--- src/rtl/dual_filt_pkg.sv ---
// Shared types and sizing helpers for the dual-channel input sync/glitch filter.
// The optional event counter is enabled with DUALFILT_EVCNT_EN.
package dual_filt_pkg;

  typedef enum logic {
    IDLE = 1'b0,
    QUAL = 1'b1
  } filt_state_t;

  localparam int EVCNT_W = 4;

  // Qualification counter must be able to hold values 0..filt_len.
  function automatic int cnt_width(input int filt_len);
    return $clog2(filt_len + 1);
  endfunction

endpackage

--- src/rtl/dual_input_sync_filter_chan.sv ---
// One channel: synchroniser chain, glitch-qualification FSM, edge pulses,
// sticky PEND flag and (when DUALFILT_EVCNT_EN is defined) a saturating event count.
module sync_filter_chan
  import dual_filt_pkg::*;
#(
  parameter int   SYNC_STAGES = 2,
  parameter int   FILT_LEN    = 4,
  parameter logic RST_LVL     = 1'b0
) (
  input  logic clk,
  input  logic rst_n,
  input  logic i_raw,
  input  logic ack,
  output logic f,
  output logic rise,
  output logic fall,
  output logic pend
`ifdef DUALFILT_EVCNT_EN
  ,
  output logic [EVCNT_W-1:0] evcnt
`endif
);

  localparam int            CW   = cnt_width(FILT_LEN);
  localparam logic [CW-1:0] LAST = CW'(FILT_LEN - 1);

  logic [SYNC_STAGES-1:0] sync_q, sync_d;
  filt_state_t            state_q, state_d;
  logic [CW-1:0]          cnt_q, cnt_d;
  logic                   f_q, f_d;
  logic                   rise_q, rise_d;
  logic                   fall_q, fall_d;
  logic                   pend_q, pend_d;
  logic                   s;
  logic                   change;

  assign s = sync_q[SYNC_STAGES-1];

  always_comb begin
    sync_d  = {sync_q[SYNC_STAGES-2:0], i_raw};
    state_d = state_q;
    cnt_d   = cnt_q;
    f_d     = f_q;
    case (state_q)
      IDLE: begin
        cnt_d = '0;
        if (s != f_q) begin
          if (FILT_LEN == 1) begin
            f_d = s;
          end else begin
            state_d = QUAL;
            cnt_d   = CW'(1);
          end
        end
      end
      QUAL: begin
        if (s == f_q) begin
          // Level fell back before qualifying: treat as a glitch.
          state_d = IDLE;
          cnt_d   = '0;
        end else if (cnt_q == LAST) begin
          f_d     = s;
          state_d = IDLE;
          cnt_d   = '0;
        end else begin
          cnt_d = cnt_q + CW'(1);
        end
      end
      default: begin
        state_d = IDLE;
        cnt_d   = '0;
      end
    endcase

    change = (f_d != f_q);
    rise_d = change & f_d;
    fall_d = change & ~f_d;
    // A new event outranks a simultaneous acknowledge.
    if (change) begin
      pend_d = 1'b1;
    end else if (ack) begin
      pend_d = 1'b0;
    end else begin
      pend_d = pend_q;
    end
  end

  always_ff @(posedge clk or negedge rst_n) begin
    if (!rst_n) begin
      sync_q  <= {SYNC_STAGES{RST_LVL}};
      state_q <= IDLE;
      cnt_q   <= '0;
      f_q     <= RST_LVL;
      rise_q  <= 1'b0;
      fall_q  <= 1'b0;
      pend_q  <= 1'b0;
    end else begin
      sync_q  <= sync_d;
      state_q <= state_d;
      cnt_q   <= cnt_d;
      f_q     <= f_d;
      rise_q  <= rise_d;
      fall_q  <= fall_d;
      pend_q  <= pend_d;
    end
  end

  assign f    = f_q;
  assign rise = rise_q;
  assign fall = fall_q;
  assign pend = pend_q;

`ifdef DUALFILT_EVCNT_EN
  localparam logic [EVCNT_W-1:0] EVCNT_MAX = '1;

  logic [EVCNT_W-1:0] evcnt_q, evcnt_d;

  always_comb begin
    evcnt_d = evcnt_q;
    if (change) begin
      if (ack) begin
        evcnt_d = EVCNT_W'(1);
      end else if (evcnt_q != EVCNT_MAX) begin
        evcnt_d = evcnt_q + EVCNT_W'(1);
      end
    end else if (ack) begin
      evcnt_d = '0;
    end
  end

  always_ff @(posedge clk or negedge rst_n) begin
    if (!rst_n) begin
      evcnt_q <= '0;
    end else begin
      evcnt_q <= evcnt_d;
    end
  end

  assign evcnt = evcnt_q;
`endif

endmodule

--- src/rtl/dual_input_sync_filter.sv ---
// Two independent sync/glitch-filter channels for the twin-inverter Q1/Q2 inputs.
// Define DUALFILT_EVCNT_EN to add the EVCNT1/EVCNT2 event-count outputs.
module dual_input_sync_filter
  import dual_filt_pkg::*;
#(
  parameter int   SYNC_STAGES = 2,
  parameter int   FILT_LEN    = 4,
  parameter logic RST_LVL     = 1'b0
) (
  input  logic CLK,
  input  logic RESETL,
  input  logic I1,
  input  logic I2,
  input  logic ACK1,
  input  logic ACK2,
  output logic F1,
  output logic F2,
  output logic RISE1,
  output logic RISE2,
  output logic FALL1,
  output logic FALL2,
  output logic PEND1,
  output logic PEND2
`ifdef DUALFILT_EVCNT_EN
  ,
  output logic [EVCNT_W-1:0] EVCNT1,
  output logic [EVCNT_W-1:0] EVCNT2
`endif
);

  sync_filter_chan #(
    .SYNC_STAGES(SYNC_STAGES),
    .FILT_LEN   (FILT_LEN),
    .RST_LVL    (RST_LVL)
  ) u_chan1 (
    .clk  (CLK),
    .rst_n(RESETL),
    .i_raw(I1),
    .ack  (ACK1),
    .f    (F1),
    .rise (RISE1),
    .fall (FALL1),
    .pend (PEND1)
`ifdef DUALFILT_EVCNT_EN
    ,
    .evcnt(EVCNT1)
`endif
  );

  sync_filter_chan #(
    .SYNC_STAGES(SYNC_STAGES),
    .FILT_LEN   (FILT_LEN),
    .RST_LVL    (RST_LVL)
  ) u_chan2 (
    .clk  (CLK),
    .rst_n(RESETL),
    .i_raw(I2),
    .ack  (ACK2),
    .f    (F2),
    .rise (RISE2),
    .fall (FALL2),
    .pend (PEND2)
`ifdef DUALFILT_EVCNT_EN
    ,
    .evcnt(EVCNT2)
`endif
  );

endmodule

--- config.mk ---
export PLATFORM = sky130hd
export DESIGN_NAME = dual_input_sync_filter
export DESIGN_NICKNAME = d
export VERILOG_FILES = /design/src/rtl/dual_filt_pkg.sv /design/src/rtl/dual_input_sync_filter_chan.sv /design/src/rtl/dual_input_sync_filter.sv
export SDC_FILE = /design/constraint.sdc
export NUM_CORES = 1
export LEC_CHECK = 0
export ABC_AREA = 1
export BUFFER_PORTS_ARGS = -buffer_cell sky130_fd_sc_hd__buf_2
export CAP_MARGIN = 40
export CORE_MARGIN = 2
export CORE_UTILIZATION = 55
export DETAILED_ROUTE_END_ITERATION = 7
export PLACE_DENSITY_LB_ADDON = 0.2
export SETUP_SLACK_MARGIN = 0.5
export SLEW_MARGIN = 20
export SYNTH_ARGS = -nofsm -noshare
export SYNTH_HDL_FRONTEND = slang
export SYNTH_SLANG_ARGS = --single-unit
--- constraint.sdc ---
create_clock -name CLK -period 3.5 [get_ports CLK]
set_clock_uncertainty 0.15 [all_clocks]
set_input_delay 0.525 -clock CLK [delete_from_list [all_inputs] [get_ports CLK]]
set_output_delay 0.525 -clock CLK [all_outputs]
set_load 0.02 [all_outputs]
==> results of run 1 <==
-- worst max path at each step --
| stage | start | end | slack (ps) | cells after the start |
|---|---|---|---|---|
| global route | u_chan2.cnt_q[0] | u_chan2.pend | 1800 | 7 |
| detailed placement | u_chan2.cnt_q[0] | u_chan2.pend | 1940 | 7 |
| finish | u_chan2.cnt_q[0] | u_chan2.pend | 1950 | 7 |
| floorplan | u_chan2.cnt_q[0] | u_chan2.pend | 2070 | 7 |
| global placement | u_chan2.cnt_q[0] | u_chan2.pend | 1960 | 7 |
| CTS | u_chan2.cnt_q[0] | u_chan2.pend | 1930 | 7 |
-- registers in the layout, indices dropped and copies added (netlist names) --
register	count
u_chan1.cnt_q	3
u_chan1.f	1
u_chan1.fall	1
u_chan1.pend	1
u_chan1.rise	1
u_chan1.state_q	1
u_chan1.sync_q	2
u_chan2.cnt_q	3
u_chan2.f	1
u_chan2.fall	1
u_chan2.pend	1
u_chan2.rise	1
u_chan2.state_q	1
u_chan2.sync_q	2
-- logic make-up after synthesis --
logic type	count (synthesis)
and+or+nand+nor	33
DFF	20
buffers and inverters	18
AOI/OAI and AO/OA	2
adders and majority gates	4
-- power by group through the flow --
stage | Sequential, mW | Clock (mW) | Combinational, mW
4_1_cts | 0.333 | 0.131 | 0.217
3_3_place_gp | 0.333 | 0 | 0.207
5_1_grt | 0.340 | 0.143 | 0.250
6_report | 0.333 | 0.128 | 0.211
2_1_floorplan | 0.375 | 0 | 0.103
3_5_place_dp | 0.338 | 0 | 0.215
-- through the flow --
step                power, mW  hold slack, ps  worst slack, ps  cells  area (um^2)
floorplan              0.4781           79.41             2074     77        759.5
global placement       0.5399           184.7             1965    105        843.3
detailed placement     0.5528           185.6             1941    105        843.3
CTS                    0.6818           6.664             1928    109        879.6
global route           0.7329           19.68             1805    109        879.6
finish                 0.6717         -0.2682             1954    109        879.6
-- critical path, stage by stage, from the launching register on --
cell and delay (ps):
dfrtp_1 390, ha_1 220, nand3_1 140, nand2_1 60
nand2_1 80, inv_1 40, ha_1 260, o21ai_0 80
-- area by class of cell --
type | count | share of cell area, %
clock buffer | 4 | 4.125
inverter | 18 | 7.681
multi-input combinational | 39 | 21.76
sequential | 20 | 56.90
tap | 15 | 2.134
timing repair buffer | 13 | 7.397
-- routing by layer --
metal  share of wire (%)  vias to the layer above  wire length (um)
li1                    -                      258                 -
met2                  46                       13               488
met3                 4.9                        4                52
met1                  46                      219               491
met4                 3.2                        0                34
met5                   0                        -                 0
-- placed cells by master, fill, tap and decap left out --
| cell type | count |
|---|---|
| buf_2 | 13 |
| nand2_1 | 19 |
| or2_1 | 1 |
| o21ai_0 | 2 |
| clkbuf_8 | 1 |
| clkbuf_4 | 3 |
| ha_1 | 4 |
| nor2_1 | 10 |
| inv_1 | 18 |
| dfrtp_1 | 20 |
| nand3_1 | 2 |
| nand4_1 | 1 |
==> impl_metrics.tcl, run 1 <==
set metrics [dict create \
    status "finished with violations" \
    violations "negative hold slack" \
    p_leak_nw 0.5329 \
    synth_area_leaders "dfrtp_1, nand2_1, inv_1" \
    avgSynthCellArea_um2 9.863 \
    vias 494 \
    r2r_slack_ps 1950 \
    regArea_um2 500.5 \
    synth_edf_count 0 \
    final_hold_viol_count 4 \
    antenna_found_initial 0 \
    cts.sinks 20 \
    fin_util_pct 67.60 \
    comb_power_share_pct 31.4 \
    nNetsFinal 105 \
    cap_violations 0 \
    synth_top_family_by_area "simple AND/OR/NAND/NOR gates" \
    via_per_inst 4.532 \
    power.density_nw_per_um2 763.7 \
    rows 13 \
    p_sw_share_pct 35.63 \
    ctsHoldBuffers 0 \
    start_util_pct 58.37 \
    setup-tns-final_ps 0 \
    htreeDepth 1 \
    clkSlewWorstSetupHoldPaths_ps 100 \
    syn_inst 77 \
    drt-initial-drc-count 3 \
    synth.area.mux_share_pct 0 \
    relSlewSlack_pct 71.82 \
    ys_types 9 \
    cts_tree "done" \
    drv_slew 0 \
    yosys_most_used_dff "dfrtp_1" \
    drt_wl_total_um 1066 \
    arrival_ps 1580 \
    gr-max-usage-layer "met2" \
    grt.total_usage_pct 16.15 \
    synth-async-reset-ratio_pct 100.0 \
    place.gp.congestion 0.7625 \
    gr-usage-met2_pct 25.00 \
    postRouteAntennaNets 0 \
    io_pins 14 \
    synth_top_area_cell "dfrtp_1" \
    yosysTopAreaCellShare_pct 65.90 \
    multi_input_area_um2 191.4 \
    core_um2 1301 \
    tightestPinTransition_ps 422.6 \
    fill_cells 115 \
    ys_seq_area_share_pct 65.90 \
    post_cts_buffers 0 \
    synth.net_count 87 \
    ys_ff_latch 20 \
    wl_per_cell_um 9.780 \
    cts.path.max_buffers 2 \
    cts_made_buffers 3 \
    start_kind "flop" \
    cp.required_ps 3530 \
    yosys.cell_count.top_type "dfrtp_1" \
    dieHeight_um 41.16 \
    synth-simple-area-share_pct 17.30 \
    clk_latency_ps 290 \
    drt_pass1_iterations 4 \
    min_period_ps 1546 \
    grt_overflow 0 \
    p_sw_mw 0.2393 \
    clock_power_share_pct 19.0 \
    drc 0 \
    grt_util_met3_pct 3.261 \
    cts_resized 0 \
    grt_pass1_wl_um 1676 \
    worstSetupEndpointType "flop" \
    cts_root_buf "clkbuf_4" \
    synth_warnings 0 \
    synthesis.area_um2 759.5 \
    fp.dieArea_um2 1694 \
    rr_endpoint "u_chan2.pend" \
    grt_max_degree 21 \
    synth_fa_ha_area_share_pct 6.590 \
    r2r_start "u_chan2.cnt_q[0]" \
    reg2reg_depth 7 \
    fin_hold_ws_ps -0.2682 \
    first_global_vias 448 \
    hold_path_class "in -> async" \
    synth_common_cells "dfrtp_1, nand2_1, inv_1, nor2_1, ha_1" \
    syn_to_final_growth_pct 15.82 \
    drive_above_1_share_pct 18.09 \
    clock.fmax_mhz 647.0 \
    synth-compound-area-share_pct 1.318 \
    rsz0062_at_grt "no" \
    use_met1_pct 19.65 \
    intPower_mw 0.4324 \
    path_max_fanout 3 \
    dp.final_hpwl_um 798.1 \
    n_antenna_cell 0 \
    synthXorXnorAreaFrac_pct 0 \
    seq_power_share_pct 49.6 \
    peakVddDrop_uv 427.9 \
    numPortBuffers 13 \
    fin_crit_sh_pct 44.16 \
    crit_type "reg -> reg" \
    die_x_um 41.16 \
    finalSetupViolCount 0 \
]
Power figures use the tool's default switching activity.
==> inputs of run 2 (changes only) <==
Settings changed: CORE_UTILIZATION 55 to 51.
Clock period 3.5 ns to 1.5 ns, I/O delays scaled along.
==> run 2 against run 1 <==
  * The run ends with negative setup slack left
  * Worst hold slack gained 220 ps
  * Final cell count grew 17%
  * Combinational power grew to 5.3 times the previous value
  * Critical path depth grew 1
  * Sequential cell count is the same
  * Critical endpoint unchanged
  * Largest power group is now combinational logic
==> impl_metrics.tcl, run 2 (synthesized netlist as in run 1, its figures left out) <==
set metrics [dict create \
    nNetsFinal 124 \
    vias 663 \
    fp.dieArea_um2 1814 \
    cts_tree "done" \
    crit_type "reg -> reg" \
    tightestPinTransition_ps 434.2 \
    dp.final_hpwl_um 772.5 \
    final_hold_viol_count 0 \
    fin_hold_ws_ps 215.0 \
    die_x_um 42.59 \
    grt_max_degree 21 \
    cp.required_ps 1560 \
    path_max_fanout 3 \
    placed_area_um2 863.3 \
    syn_to_final_growth_pct 61.94 \
    first_global_vias 591 \
    setup-tns-final_ps -113.7 \
    worst_path_max_delay_cell "dfrtp_1" \
    wl_per_cell_um 16.83 \
    finalSetupViolCount 1 \
    finalWorstSetupSlack_ps -113.7 \
    wl_met1_um 909 \
    io_pins 14 \
    status "finished with violations" \
    violations "negative setup slack" \
    min_period_ps 1614 \
    drt-initial-drc-count 11 \
    total_power_mw 2.235 \
    grt_pass1_wl_um 2608 \
    reg2reg_depth 8 \
    cts_made_buffers 3 \
    arrival_ps 1670 \
    cap_violations 0 \
    rr_endpoint "u_chan2.pend" \
    htreeDepth 1 \
    start_kind "flop" \
    core_um2 1350 \
    fin_area_um2 1230 \
    n_antenna_cell 0 \
    peakVddDrop_uv 1306 \
    clkSlewWorstSetupHoldPaths_ps 110 \
    drt_wl_total_um 2137 \
    routed-wl-met2_um 1067 \
    drc 0 \
    rows 13 \
    start_util_pct 56.26 \
    relSlewSlack_pct 71.05 \
    r2r_start "u_chan2.cnt_q[0]" \
    crit_chain "ha_4, nand2_2, nor2_2, nand2_1, nand2_2, inv_2, ha_4, o21ai_2" \
    r2r_slack_ps -110 \
    final_cell_mix "dfrtp_1, buf_6, inv_2, inv_1, buf_4" \
    cts_root_buf "clkbuf_4" \
    place_inst 105 \
    worstSetupEndpointType "flop" \
    place.gp.congestion 0.7857 \
    dieHeight_um 42.59 \
    p_leak_nw 0.6287 \
    wl_met3_um 109 \
    hold_path_class "reg -> reg" \
    fin_cells 127 \
    antenna_found_initial 0 \
    largestRegisters "u_chan1.cnt_q (3), u_chan2.cnt_q (3)" \
    cts.path.max_buffers 2 \
    grt.total_usage_pct 20.51 \
    power.density_nw_per_um2 1817 \
    drt_pass1_iterations 4 \
    via_per_inst 5.220 \
    drive_above_1_share_pct 58.04 \
    cts.sinks 20 \
    worstHoldPathCells 0 \
    rsz0062_at_grt "yes" \
    postRouteAntennaNets 0 \
    clk_latency_ps 310 \
    highest_layer "met4" \
    final_common_cell "dfrtp_1" \
    drv_slew 0 \
    fin_crit_sh_pct 107.6 \
    max_stage_delay_ps 430 \
    clock.fmax_mhz 619.7 \
    grt_overflow 0 \
    holdPathEnd "u_chan2.sync_q[1]" \
    worstHoldStart "u_chan2.sync_q[0]" \
    numPortBuffers 13 \
]
## run 2: changes by cell type in the layout (fill, tap and decap cells not counted), sizes merged
cell,before,now
clkbuf,4,3
dlygate4sd3,0,5
buf,13,27
## run 2: timing repair
item,CTS,global route
endpoints found under the hold margin,24,0
resized for setup,27,30
pin swaps,9,14
buffers inserted,5,9
gates cloned,0,0
setup endpoints to repair,22,24
hold buffers,5,0
## run 2: cell type report
cell class | count | area [um^2]
tap | 15 | 18.77
fill | 54 | 120.1
multi-input combinational | 39 | 329.1
inverter | 18 | 67.56
clock buffer | 3 | 22.52
timing repair buffer | 32 | 289.0
sequential | 20 | 503.0
## run 2: worst max-delay path: cells and delay by family, from the launching register on
kind	cells	cell delay, ps
AND/OR/NAND/NOR	4	420
buffers and inverters	1	50
AO/OA/AOI/OAI	1	50
adder cells (fa/ha/maj)	2	420
flip-flops	1	430
## run 2: routing by layer
layer / track usage (%) / up-vias
met5: 0 / -
li1: - / 297
met3: 6.034 / 9
met4: 9.375 / 0
met2: 33.54 / 26
met1: 24.79 / 331
## run 2: worst max path at each step
stage / from / end / slack, ps / cells after the start
after detailed placement: u_chan2.cnt_q[0] / u_chan2.pend / 60 / 8
after global placement: u_chan1.cnt_q[0] / u_chan1.pend / 80 / 7
after floorplan: u_chan2.cnt_q[0] / u_chan2.pend / 130 / 8
after CTS: u_chan2.cnt_q[1] / u_chan2.pend / 8 / 8
final: u_chan2.cnt_q[0] / u_chan2.pend / -110 / 8
after global routing: u_chan2.cnt_q[0] / u_chan2.pend / -160 / 8
## run 2: where the power goes
group / internal, mW / total (mW) / switching (mW)
Clock: 0.0939 / 0.262 / 0.168
Combinational: 0.557 / 1.11 / 0.549
Sequential: 0.695 / 0.867 / 0.172
## run 2: metrics by stage
| step | worst slack [ps] | util, % |
|---|---|---|
| floorplan | 131.8 | - |
| global placement | 79.38 | 63.95 |
| detailed placement | 57.96 | 63.95 |
| CTS | 8.345 | 78.96 |
| global route | -162.9 | 91.10 |
| finish | -113.7 | 91.10 |
==> inputs of run 3 (changes only) <==
Settings changed: SYNTH_HIERARCHICAL set to 1.
==> run 3 against run 2 <==
  * Combinational power shrank 15%
  * Largest cell class unchanged
  * Clock-buffer cell count grew 1
  * Setup slack gained 170 ps
  * Global-route usage shrank 0.11 points
  * Final area shrank 4.1%
  * Total power shrank 6.0%
  * Via count shrank 9.7%
  * Highest routed layer unchanged
  * Die area grew 1.9%
  * Largest power group unchanged
  * The run now ends clean
  * Sequential cell count is the same
  * Critical path depth shrank 1
  * Worst hold slack lost 3.2 ps
==> impl_metrics.tcl, run 3 <==
set metrics [dict create \
    rr_endpoint "u_chan2/pend" \
    ys_types 10 \
    critPathLaunch "u_chan2/cnt_q[0]" \
    synth-async-reset-ratio_pct 100.0 \
    p_sw_share_pct 37.19 \
    wl_met3_um 49 \
    yosysTopAreaCellShare_pct 64.52 \
    drt-initial-drc-count 5 \
    antenna_found_initial 0 \
    synth_warnings 6 \
    p_sw_mw 0.7810 \
    clk_latency_ps 300 \
    seq_power_share_pct 40.2 \
    path_max_fanout 3 \
    fin_crit_sh_pct 96.51 \
    start_kind "flop" \
    grt_overflow 0 \
    drv_slew 0 \
    cts.path.max_buffers 2 \
    first_global_vias 612 \
    tightestPinTransition_ps 421.1 \
    final_common_cell "dfrtp_1" \
    syn_to_final_growth_pct 52.10 \
    peakVddDrop_uv 1285 \
    clock_power_share_pct 14.8 \
    largestRegisters "u_chan1/cnt_q (3), u_chan2/cnt_q (3)" \
    crit_type "reg -> reg" \
    dp.final_hpwl_um 810.2 \
    yosys_most_used_dff "dfrtp_1" \
    worstHoldStart "u_chan2/sync_q[0]" \
    synth_common_cells "dfrtp_1, nand2_1, inv_1, nor2_1, ha_1" \
    yosys.cell_count.top_type "dfrtp_1" \
    fill_cells 86 \
    highest_layer "met4" \
    drc 0 \
    avgSynthCellArea_um2 9.945 \
    finalSetupViolCount 0 \
    drt_pass1_iterations 4 \
    final_hold_viol_count 0 \
    intPower_mw 1.319 \
    setup-tns-final_ps 0 \
    wl_met1_um 657 \
    syn_inst 78 \
    start_util_pct 52.72 \
    clkSlewWorstSetupHoldPaths_ps 120 \
    numPortBuffers 13 \
    routed-wl-met2_um 801 \
    worstSetupEndpointType "flop" \
    drive_above_1_share_pct 45.37 \
    clock.fmax_mhz 690.8 \
    cp.required_ps 1540 \
    cap_violations 0 \
    comb_power_share_pct 45.0 \
    postRouteAntennaNets 0 \
    final_cell_mix "dfrtp_1, buf_6, inv_1" \
    fp.dieArea_um2 1849 \
    hold_path_class "reg -> reg" \
    drt_wl_total_um 1560 \
    wl_per_cell_um 12.58 \
    via_per_inst 4.831 \
    synth.net_count 88 \
    core_um2 1471 \
    reg2reg_depth 7 \
    rsz0062_at_grt "yes" \
    vias 599 \
    timing.critical_path.to "u_chan2/pend" \
    min_period_ps 1448 \
    synth_edf_count 0 \
    status "complete, no violations" \
    fin_hold_ws_ps 211.9 \
    cts_made_buffers 3 \
    ys_ff_latch 20 \
    rows 14 \
    ys_seq_area_share_pct 64.52 \
    grt_pass1_wl_um 2580 \
    synth_top_area_cell "dfrtp_1" \
    synthesis.area_um2 775.7 \
    die_x_um 43 \
    place.gp.congestion 0.7445 \
    r2r_start "u_chan2/cnt_q[0]" \
    cts.sinks 20 \
    nNetsFinal 119 \
    arrival_ps 1490 \
    grt.total_usage_pct 20.40 \
    relSlewSlack_pct 71.93 \
    p_leak_nw 0.6029 \
    cts_tree "done" \
    io_pins 14 \
    n_antenna_cell 0 \
    cts_root_buf "clkbuf_4" \
    dieHeight_um 43 \
    power.density_nw_per_um2 1780 \
    htreeDepth 1 \
    r2r_slack_ps 50 \
    synth_area_leaders "dfrtp_1, nand2_1, inv_1" \
    grt_max_degree 21 \
]
[run 3: cell type report]
class	count	area (um^2)	area share, %
timing repair buffer	26	247.7	21.00
tap	16	20.02	1.697
multi-input combinational	40	307.8	26.09
clock buffer	4	36.28	3.075
sequential	20	500.5	42.42
inverter	18	67.56	5.726
[run 3: power by group through the flow]
| stage | logic (mW) | registers [mW] | clock network, mW |
|---|---|---|---|
| 6_report | 0.944 | 0.845 | 0.311 |
| 3_3_place_gp | 0.515 | 0.804 | 0 |
| 5_1_grt | 1.05 | 0.863 | 0.334 |
| 4_1_cts | 0.793 | 0.836 | 0.318 |
| 2_1_floorplan | 0.266 | 0.898 | 0 |
| 3_5_place_dp | 0.534 | 0.807 | 0 |
[run 3: routing by layer]
metal	up-vias	track usage (%)
met3	6	3.830
li1	297	-
met4	0	13.94
met2	16	33.64
met5	-	0
met1	280	23.85
[run 3: per-stage QoR]
step	area (um^2)	total power [mW]	cells	setup slack [ps]	utilization (%)
finish	1180	2.100	124	52.37	80.19
global route	1180	2.244	124	-16.99	80.19
CTS	1111	1.946	123	77.58	75.51
detailed placement	875.8	1.341	107	75.77	59.52
global placement	875.8	1.320	107	95.83	59.52
floorplan	790.8	1.164	78	166.5	-
[run 3: kinds of logic after synthesis]
kind of cell,share of synthesized area [%]
compound gates,1.290
fa+ha+maj,6.452
buf+inv,8.710
flops,64.52
simple gates,19.03
[run 3: worst max-delay path, stage by stage, from the launching register on]
cell and delay, ps:
dfrtp_1 430, ha_4 190, nand3_4 80, nand2_2 70
nand2_2 80, inv_2 50, ha_4 240, o21ai_1 50
[run 3: worst min path at each step]
stage	end	slack, ps	depth (start not counted)
CTS	u_chan2/sync_q[1]	210	0
global placement	u_chan1/cnt_q[2]	40	1
detailed placement	u_chan1/cnt_q[2]	40	1
global route	u_chan1/sync_q[1]	220	0
finish	u_chan2/sync_q[1]	210	0
floorplan	u_chan1/cnt_q[0]	-220	0
[run 3: what timing repair did]
action / in CTS / in global routing
setup endpoints to repair: 23 / 24
pin swaps: 11 / 9
endpoints found under the hold margin: 24 / 0
setup buffers: 7 / 1
resized for setup: 27 / 20
hold buffers: 5 / 0
